<file path="src/rtl/approx_mult_pkg.sv">
// Shared definitions for the approximate multiplier pipeline: product width,
// mode encoding and the truncation bias-compensation constant.
package approx_mult_pkg;

  localparam logic MODE_EXACT  = 1'b0;
  localparam logic MODE_APPROX = 1'b1;

  function automatic int prod_w(input int w);
    return 2 * w;
  endfunction

  // Half-weight of the lowest kept column: recentres the truncation error.
  function automatic logic [31:0] comp_const(input int trunc_col);
    return 32'd1 << (trunc_col - 1);
  endfunction

endpackage

</file>
<file path="src/rtl/approx_trunc_rows.sv">
// Combinational partial-product sum of the low (approximated) multiplier rows,
// keeping only bits at or above column TRUNC_COL.
module approx_trunc_rows
  import approx_mult_pkg::*;
#(
  parameter int W           = 8,
  parameter int APPROX_ROWS = 4,
  parameter int TRUNC_COL   = 8
) (
  input  logic [APPROX_ROWS-1:0] x_lo,
  input  logic [W-1:0]           y,
  output logic [prod_w(W)-1:0]   c
);

  localparam int PW = prod_w(W);

  always_comb begin
    c = '0;
    for (int i = 0; i < APPROX_ROWS; i++) begin
      // Row i sits at column i; bits below TRUNC_COL are dropped entirely.
      if (x_lo[i] && ((TRUNC_COL - i) < W))
        c = c + (PW'(y >> (TRUNC_COL - i)) << TRUNC_COL);
    end
  end

endmodule

</file>
<file path="src/rtl/approx_mult_pipe.sv">
// Two-stage unsigned exact/approximate multiplier with valid/ready handshake.
// Optional build macro APPROX_MULT_BIAS_COMP_EN adds truncation bias compensation.
module approx_mult_pipe
  import approx_mult_pkg::*;
#(
  parameter int W           = 8,
  parameter int APPROX_ROWS = 4,
  parameter int TRUNC_COL   = 8,
  parameter int CNT_W       = 16
) (
  input  logic                 clk,
  input  logic                 rst_n,
  input  logic                 in_valid,
  output logic                 in_ready,
  input  logic [W-1:0]         x,
  input  logic [W-1:0]         y,
  input  logic                 approx,
  output logic                 out_valid,
  input  logic                 out_ready,
  output logic [prod_w(W)-1:0] z,
  output logic                 z_approx,
  output logic [CNT_W-1:0]     approx_cnt
);

  localparam int PW = prod_w(W);

  function automatic logic [CNT_W-1:0] sat_inc(input logic [CNT_W-1:0] v);
    return (&v) ? v : v + CNT_W'(1);
  endfunction

  logic          vld_p1, vld_p2;
  logic [PW-1:0] h_p1, part_p1;
  logic          approx_p1;
  logic [PW-1:0] z_p2;
  logic          z_approx_p2;
  logic [CNT_W-1:0] cnt_q;

  logic          s2_load, accept;
  logic [PW-1:0] h_p0, lo_exact_p0, c_p0, sum_p1;

  assign s2_load  = !vld_p2 || out_ready;
  assign in_ready = !vld_p1 || s2_load;
  assign accept   = in_valid && in_ready;

  // ---- Stage 0 -> 1: row split, high rows always exact ----
  assign h_p0        = (PW'(y) * PW'(x[W-1:APPROX_ROWS])) << APPROX_ROWS;
  assign lo_exact_p0 = PW'(y) * PW'(x[APPROX_ROWS-1:0]);

  approx_trunc_rows #(
    .W          (W),
    .APPROX_ROWS(APPROX_ROWS),
    .TRUNC_COL  (TRUNC_COL)
  ) u_trunc (
    .x_lo(x[APPROX_ROWS-1:0]),
    .y   (y),
    .c   (c_p0)
  );

  always_ff @(posedge clk) begin
    if (accept) begin
      h_p1      <= h_p0;
      part_p1   <= (approx == MODE_APPROX) ? c_p0 : lo_exact_p0;
      approx_p1 <= approx;
    end
  end

  // ---- Stage 1 -> 2: final sum ----
`ifdef APPROX_MULT_BIAS_COMP_EN
  localparam logic [PW-1:0] COMP = PW'(comp_const(TRUNC_COL));
  always_comb begin
    sum_p1 = h_p1 + part_p1;
    if (approx_p1 == MODE_APPROX)
      sum_p1 = sum_p1 + COMP;
  end
`else
  always_comb begin
    sum_p1 = h_p1 + part_p1;
  end
`endif

  always_ff @(posedge clk or negedge rst_n) begin
    if (!rst_n) begin
      vld_p1      <= 1'b0;
      vld_p2      <= 1'b0;
      z_p2        <= '0;
      z_approx_p2 <= 1'b0;
      cnt_q       <= '0;
    end else begin
      if (in_ready)
        vld_p1 <= accept;
      if (s2_load)
        vld_p2 <= vld_p1;
      if (s2_load && vld_p1) begin
        z_p2        <= sum_p1;
        z_approx_p2 <= approx_p1;
      end
      if (accept && (approx == MODE_APPROX))
        cnt_q <= sat_inc(cnt_q);
    end
  end

  assign out_valid  = vld_p2;
  assign z          = z_p2;
  assign z_approx   = z_approx_p2;
  assign approx_cnt = cnt_q;

endmodule

</file>
<file path="config.mk">
export PLATFORM = sky130hd
export DESIGN_NAME = approx_mult_pipe
export DESIGN_NICKNAME = d
export VERILOG_FILES = /design/src/rtl/approx_mult_pkg.sv /design/src/rtl/approx_trunc_rows.sv /design/src/rtl/approx_mult_pipe.sv
export SDC_FILE = /design/constraint.sdc
export NUM_CORES = 1
export LEC_CHECK = 0
export CORE_UTILIZATION = 59
export DETAILED_ROUTE_END_ITERATION = 8
export DONT_BUFFER_PORTS = 1
export PLACE_DENSITY_LB_ADDON = 0.15
export SLEW_MARGIN = 20
export SYNTH_ARGS = -nofsm -noshare
export SYNTH_HDL_FRONTEND = slang
export SYNTH_SLANG_ARGS = --single-unit
export TNS_END_PERCENT = 20
</file>
<file path="constraint.sdc">
create_clock -name clk -period 1.8 [get_ports clk]
set_clock_uncertainty 0.05 [all_clocks]
set_input_delay 0.18 -clock clk [delete_from_list [all_inputs] [get_ports clk]]
set_output_delay 0.18 -clock clk [all_outputs]
set_load 0.005 [all_outputs]
</file>
Word level (Yosys, flattened, before mapping)
Index checks and enable logic that the tools add are counted.

Register bits after elaboration: 64. Output and inout bits: 35.

Reduce and logical (&&, ||, !) cells: 9. Add/subtract/negate cells: 4. Bitwise logic cells: 1. Mux-type cells: 4. Multiply operators: 2.

Operators with widths (count): 16-bit two-way mux (2); 8-bit by 4-bit multiplier with 12-bit output (2); 16-bit by 1-bit adder with 16-bit output, second input constant (1); 16-bit by 10-bit adder with 16-bit output (1); 16-bit by 11-bit adder with 16-bit output (1); 16-bit adder (1); 16-bit AND reduction (1); 12-bit two-way mux (1); 9-bit two-way mux (1); 1-bit logical AND (3); 1-bit logical NOT (2); 1-bit logical OR (2); 2-bit AND reduction (1); 1-bit inverter (1).

Logic depth before layout (Yosys ltp)
Word-level depth: 6. Depth in mapped cells: 12.

Hierarchy
Synthesis repeated with hierarchy kept, for this count alone.

Cell total of the unflattened synthesis: 533. Area, all modules: 5159.9 sq um.

By module, submodules not included: approx_mult_pipe (area an instance 4874.7 sq um, cells an instance 495, times used 1); approx_trunc_rows (area an instance 285.3 sq um, cells an instance 38, times used 1).

Worst setup path before layout
Ideal clock, no wire load.

Path type: input to register. Start: in x[3]. End: reg part_p1[10], data pin. Stages on the path: 12. Slack: -1405 ps. Data arrival time: 2886 ps. Cell sequence: clkbuf_1 > and2_1 > fa_1 > inv_1 > fa_1 > inv_1 > ha_1 > nor2b_1 > o31a_1 > o41ai_1 > xor2_1 > mux2i_1.

Cells in the longest elaborated chain, start to end: 2. Elaborated cells between the ends (all ways): 3.

RTL lines: start: declaration (RTL line approx_mult_pipe.sv:15) `input logic [W-1:0] x,`; 8-bit by 4-bit multiplier with 12-bit output / 16-bit two-way mux (equally long branches) (RTL line approx_mult_pipe.sv:47, approx_trunc_rows.sv:21); 12-bit two-way mux * (RTL line approx_mult_pipe.sv:62) `part_p1 <= (approx == MODE_APPROX) ? c_p0 : lo_exact_p0;`; end signal: assignment (RTL line approx_mult_pipe.sv:62); end: declaration (RTL line approx_mult_pipe.sv:32) `logic [PW-1:0] h_p1, part_p1;`.

Mark *: on every way between the ends. The rest lies on a longest branch, timed or not. A chain may end at the register's enable or synchronous reset.

Final worst setup path
Start: in y[2]. End: reg part_p1[8], data pin.

Cells in the longest elaborated chain, start to end: 2.

RTL lines: start: declaration (RTL line approx_mult_pipe.sv:16) `input logic [W-1:0] y,`; 8-bit by 4-bit multiplier with 12-bit output (RTL line approx_mult_pipe.sv:47) `assign lo_exact_p0 = PW'(y) * PW'(x[APPROX_ROWS-1:0]);`; 12-bit two-way mux (RTL line approx_mult_pipe.sv:62).

No other way between the ends.

==> flow_summary.yaml <==
place:
  hpwlAfterDp_um: 7500
  pre_cts_ws_ns: -1.28
  finalWeightedCongestion: 0.808
  portBuffers: 0
power:
  powerDensity_nw_per_um2: 911
  switchingPower_mw: 1.84
  clkPwrFrac_pct: 20.6
  swShare_pct: 33.3
  p_seq_share_pct: 34.9
  p_leak_nw: 2.83
  ir_worst_vdd_v: 0.000366
  p_comb_share_pct: 44.5
  intPower_mw: 3.68
cts:
  cts_tree: "done"
  path_clk_slew_ns: 0.06
  clkSinkCount: 60
  clockRootBuffer: "clkbuf_8"
  cts_buffers: 9
  clock_latency_ns: 0.33
  htree_levels: 3
  clk_path_buf_depth: 2
yosys:
  ys_warn_count: 0
  synth_ff_type: "dfrtp_1"
  netlist_area_um2: 4690
  synth_fp_nets: 575
  ys_ff_latch: 60
  synth-async-reset-ratio_pct: 58.3
  synth_edf_count: 25
  postSynthCellCount: 482
  synth.avg_cell_area_um2: 9.73
  ys_seq_area_share_pct: 34.7
  ys_types: 51
routing:
  final_antenna_net_count: 0
  viasPerCell: 5.46
  drc: 0
  num_vias: 3705
  firstDrtPassIters: 4
  wl_per_cell_um: 15.0
  drt_wl_total_um: 10200
  drt_iter0_drc: 96
setup_path:
  critical_path_class: "in2reg"
  cp_slowest_cell: "fa_1"
  slowest_delay_ns: 0.52
  cp-end-kind: "register"
  path_cells: "and2_4, fa_1, inv_1, fa_1, inv_2, ha_4, nor2b_4, o31a_1, buf_4, o21ai_2, nor3b_2, o31ai_1"
  critical_path_required_ns: 1.81
  crit_arrival_ns: 2.58
  critPathMaxFanout: 8
  cp-start-kind: "input port"
  cp_common_cell: "fa_1"
sta:
  fin_crit_sh_pct: 143
  hold_violations: 0
  final.setup.tns_ns: -9.25
  rsz0062_at_grt: "true"
  relSlewSlack_pct: 70.3
  setup_violations: 24
  tightest_slew_ns: 0.446
  timing.fmax_mhz: 389
  finalMaxSlewViolations: 0
  fin_crit_ns: 2.57
  setup_slack_ns: -0.771
final_layout:
  layout-drive-gt1-share_pct: 28.8
  diodes: 0
  nets: 665
  fillers: 503
  synthToLayoutAreaGrowth_pct: 29.1
status:
  outcome: "finished with violations"
  violations: "setup timing"
job:
  drv_cap: 0
die:
  die_h_um: 91.2
  core_area_um2: 7730
  io_pins: 56
  die_area_um2: 8310
  rows: 32
  start_util_pct: 60.7
  chipWidth_um: 91.2
hold_path:
  hp-class: "in2reg"
global_route:
  grt_pass1_wl_um: 16700
  grt.total_usage_pct: 25.1
  grt_max_degree: 36
  grt_pass1_vias: 3789
  overflow: 0
  antenna_found_initial: 0
-- cells in the mapped netlist, types with 3 or more instances --
library cell,number,area (µm²)
a211oi_1,5,37.5
a21o_1,10,75.1
a21oi_1,17,85.1
a31oi_1,4,25.0
and2_1,42,263
clkbuf_1,5,18.8
dfrtp_1,35,876
edfxtp_1,25,751
fa_1,26,521
ha_1,46,576
inv_1,51,191
mux2_2,3,33.8
nand2_1,63,236
nand2b_1,4,25.0
nand3_1,8,40.0
nand4_1,9,56.3
nor2_1,21,78.8
nor2b_1,6,37.5
nor3_1,9,45.0
o21a_1,4,30.0
o21ai_0,17,85.1
o41ai_1,3,26.3
xnor2_1,20,175
xor2_1,12,105
-- sequential cells by signal (all words and copies together), names as in the netlist --
name	count
out_valid	1
z	16
approx_cnt	16
vld_p1	1
z_approx	1
approx_p1	1
part_p1	12
h_p1	12
-- what timing repair did --
action / in CTS / in global routing
hold endpoints to repair: 45 / 0
pin swaps: 42 / 16
hold buffers: 4 / 0
endpoints found under the setup margin: 29 / 26
resized for setup: 43 / 21
buffers inserted: 2 / 3
-- cells in the final DEF (no fill, tap or decap), types with 4 or more instances in the layout --
master    count
fa_1         23
nand2b_1      4
nor3_1        9
nand2_1      59
nor2_1       20
and2_1       37
clkbuf_8     13
nand3_1       6
inv_1        46
nand4_1       9
nor2b_1       4
dfrtp_1      35
o21a_1        4
a211oi_2      4
ha_1         32
nand2_2       4
a21oi_2       4
edfxtp_1     25
xor2_1       12
and2_4        5
inv_2         5
ha_4         12
xnor2_1      20
a21oi_1      12
o21ai_0      12
a21o_1       10
buf_4        81
-- cell families (layout without fill, tap and decap cells) --
family	Yosys count	in the layout	synth area share, %
AND/OR/NAND/NOR	177	177	19.3
AO/OA/AOI/OAI	78	78	11.0
adder cells (fa/ha/maj)	72	72	23.4
flip-flops	60	60	34.7
buffers and inverters	59	154	4.77
XOR/XNOR	32	32	5.97
multiplexers	4	4	0.933
-- final cells by class --
| cell class | instances | area, µm² | share of cell area [%] |
|---|---|---|---|
| clock buffers | 15 | 186 | 3.08 |
| clock inverters | 1 | 5.00 | 0.0826 |
| inverters | 51 | 191 | 3.16 |
| multi-input cells | 363 | 3230 | 53.3 |
| flip-flops and latches | 60 | 1630 | 26.9 |
| well taps | 102 | 128 | 2.11 |
| repair buffers | 87 | 689 | 11.4 |
-- power by group through the flow --
stage / combinational, mW / sequential, mW / clock, mW
2_1_floorplan: 1.25 / 1.95 / 0
3_3_place_gp: 1.96 / 1.93 / 0
3_5_place_dp: 2.03 / 1.94 / 0
4_1_cts: 2.28 / 1.93 / 1.16
5_1_grt: 2.71 / 1.96 / 1.22
6_report: 2.45 / 1.93 / 1.14
-- worst paths after layout --
| path | from | end | slack (ns) | depth (start not counted) |
|---|---|---|---|---|
| setup / recovery | y[2] | part_p1[8] | -0.77 | 12 |
| hold / removal | out_ready | out_valid | 0.02 | 2 |
| setup reg to reg | h_p1[8] | z[15] | -0.21 | 6 |
| hold reg to reg | part_p1[0] | z[0] | 0.39 | 2 |
| max in group asynchronous | rst_n | approx_cnt[12] | 1.28 | 2 |
| min in group asynchronous | rst_n | z[11] | 0.25 | 2 |
-- per-stage QoR --
| stage | total power [mW] | instances | util [%] | hold slack [ns] | instance area (µm²) |
|---|---|---|---|---|---|
| final | 5.52 | 679 | 78.4 | 0.0197 | 6060 |
| after global routing | 5.88 | 679 | 78.4 | 0.0168 | 6060 |
| after CTS | 5.36 | 676 | 76.7 | 0.00651 | 5920 |
| after detailed placement | 3.97 | 654 | 70.4 | -0.165 | 5440 |
| after global placement | 3.89 | 654 | 70.4 | -0.165 | 5440 |
| after floorplan | 3.20 | 482 | - | -0.166 | 4770 |
-- layer usage --
layer / track usage [%] / vias up / wire [µm]
met1: 33.1 / 1751 / 4650
met2: 41.2 / 106 / 4810
met5: 0 / - / 0
li1: - / 1833 / -
met4: 9.66 / 0 / 214
met3: 4.36 / 15 / 484
-- worst max-delay path, delay by kind of cell --
family / cells / cell delay (ns)
adders and majority gates: 3 / 1.23
buffers and inverters: 3 / 0.25
AOI/OAI and AO/OA: 3 / 0.48
and+or+nand+nor: 3 / 0.44
No activity file was read; power rests on OpenSTA's default activity.
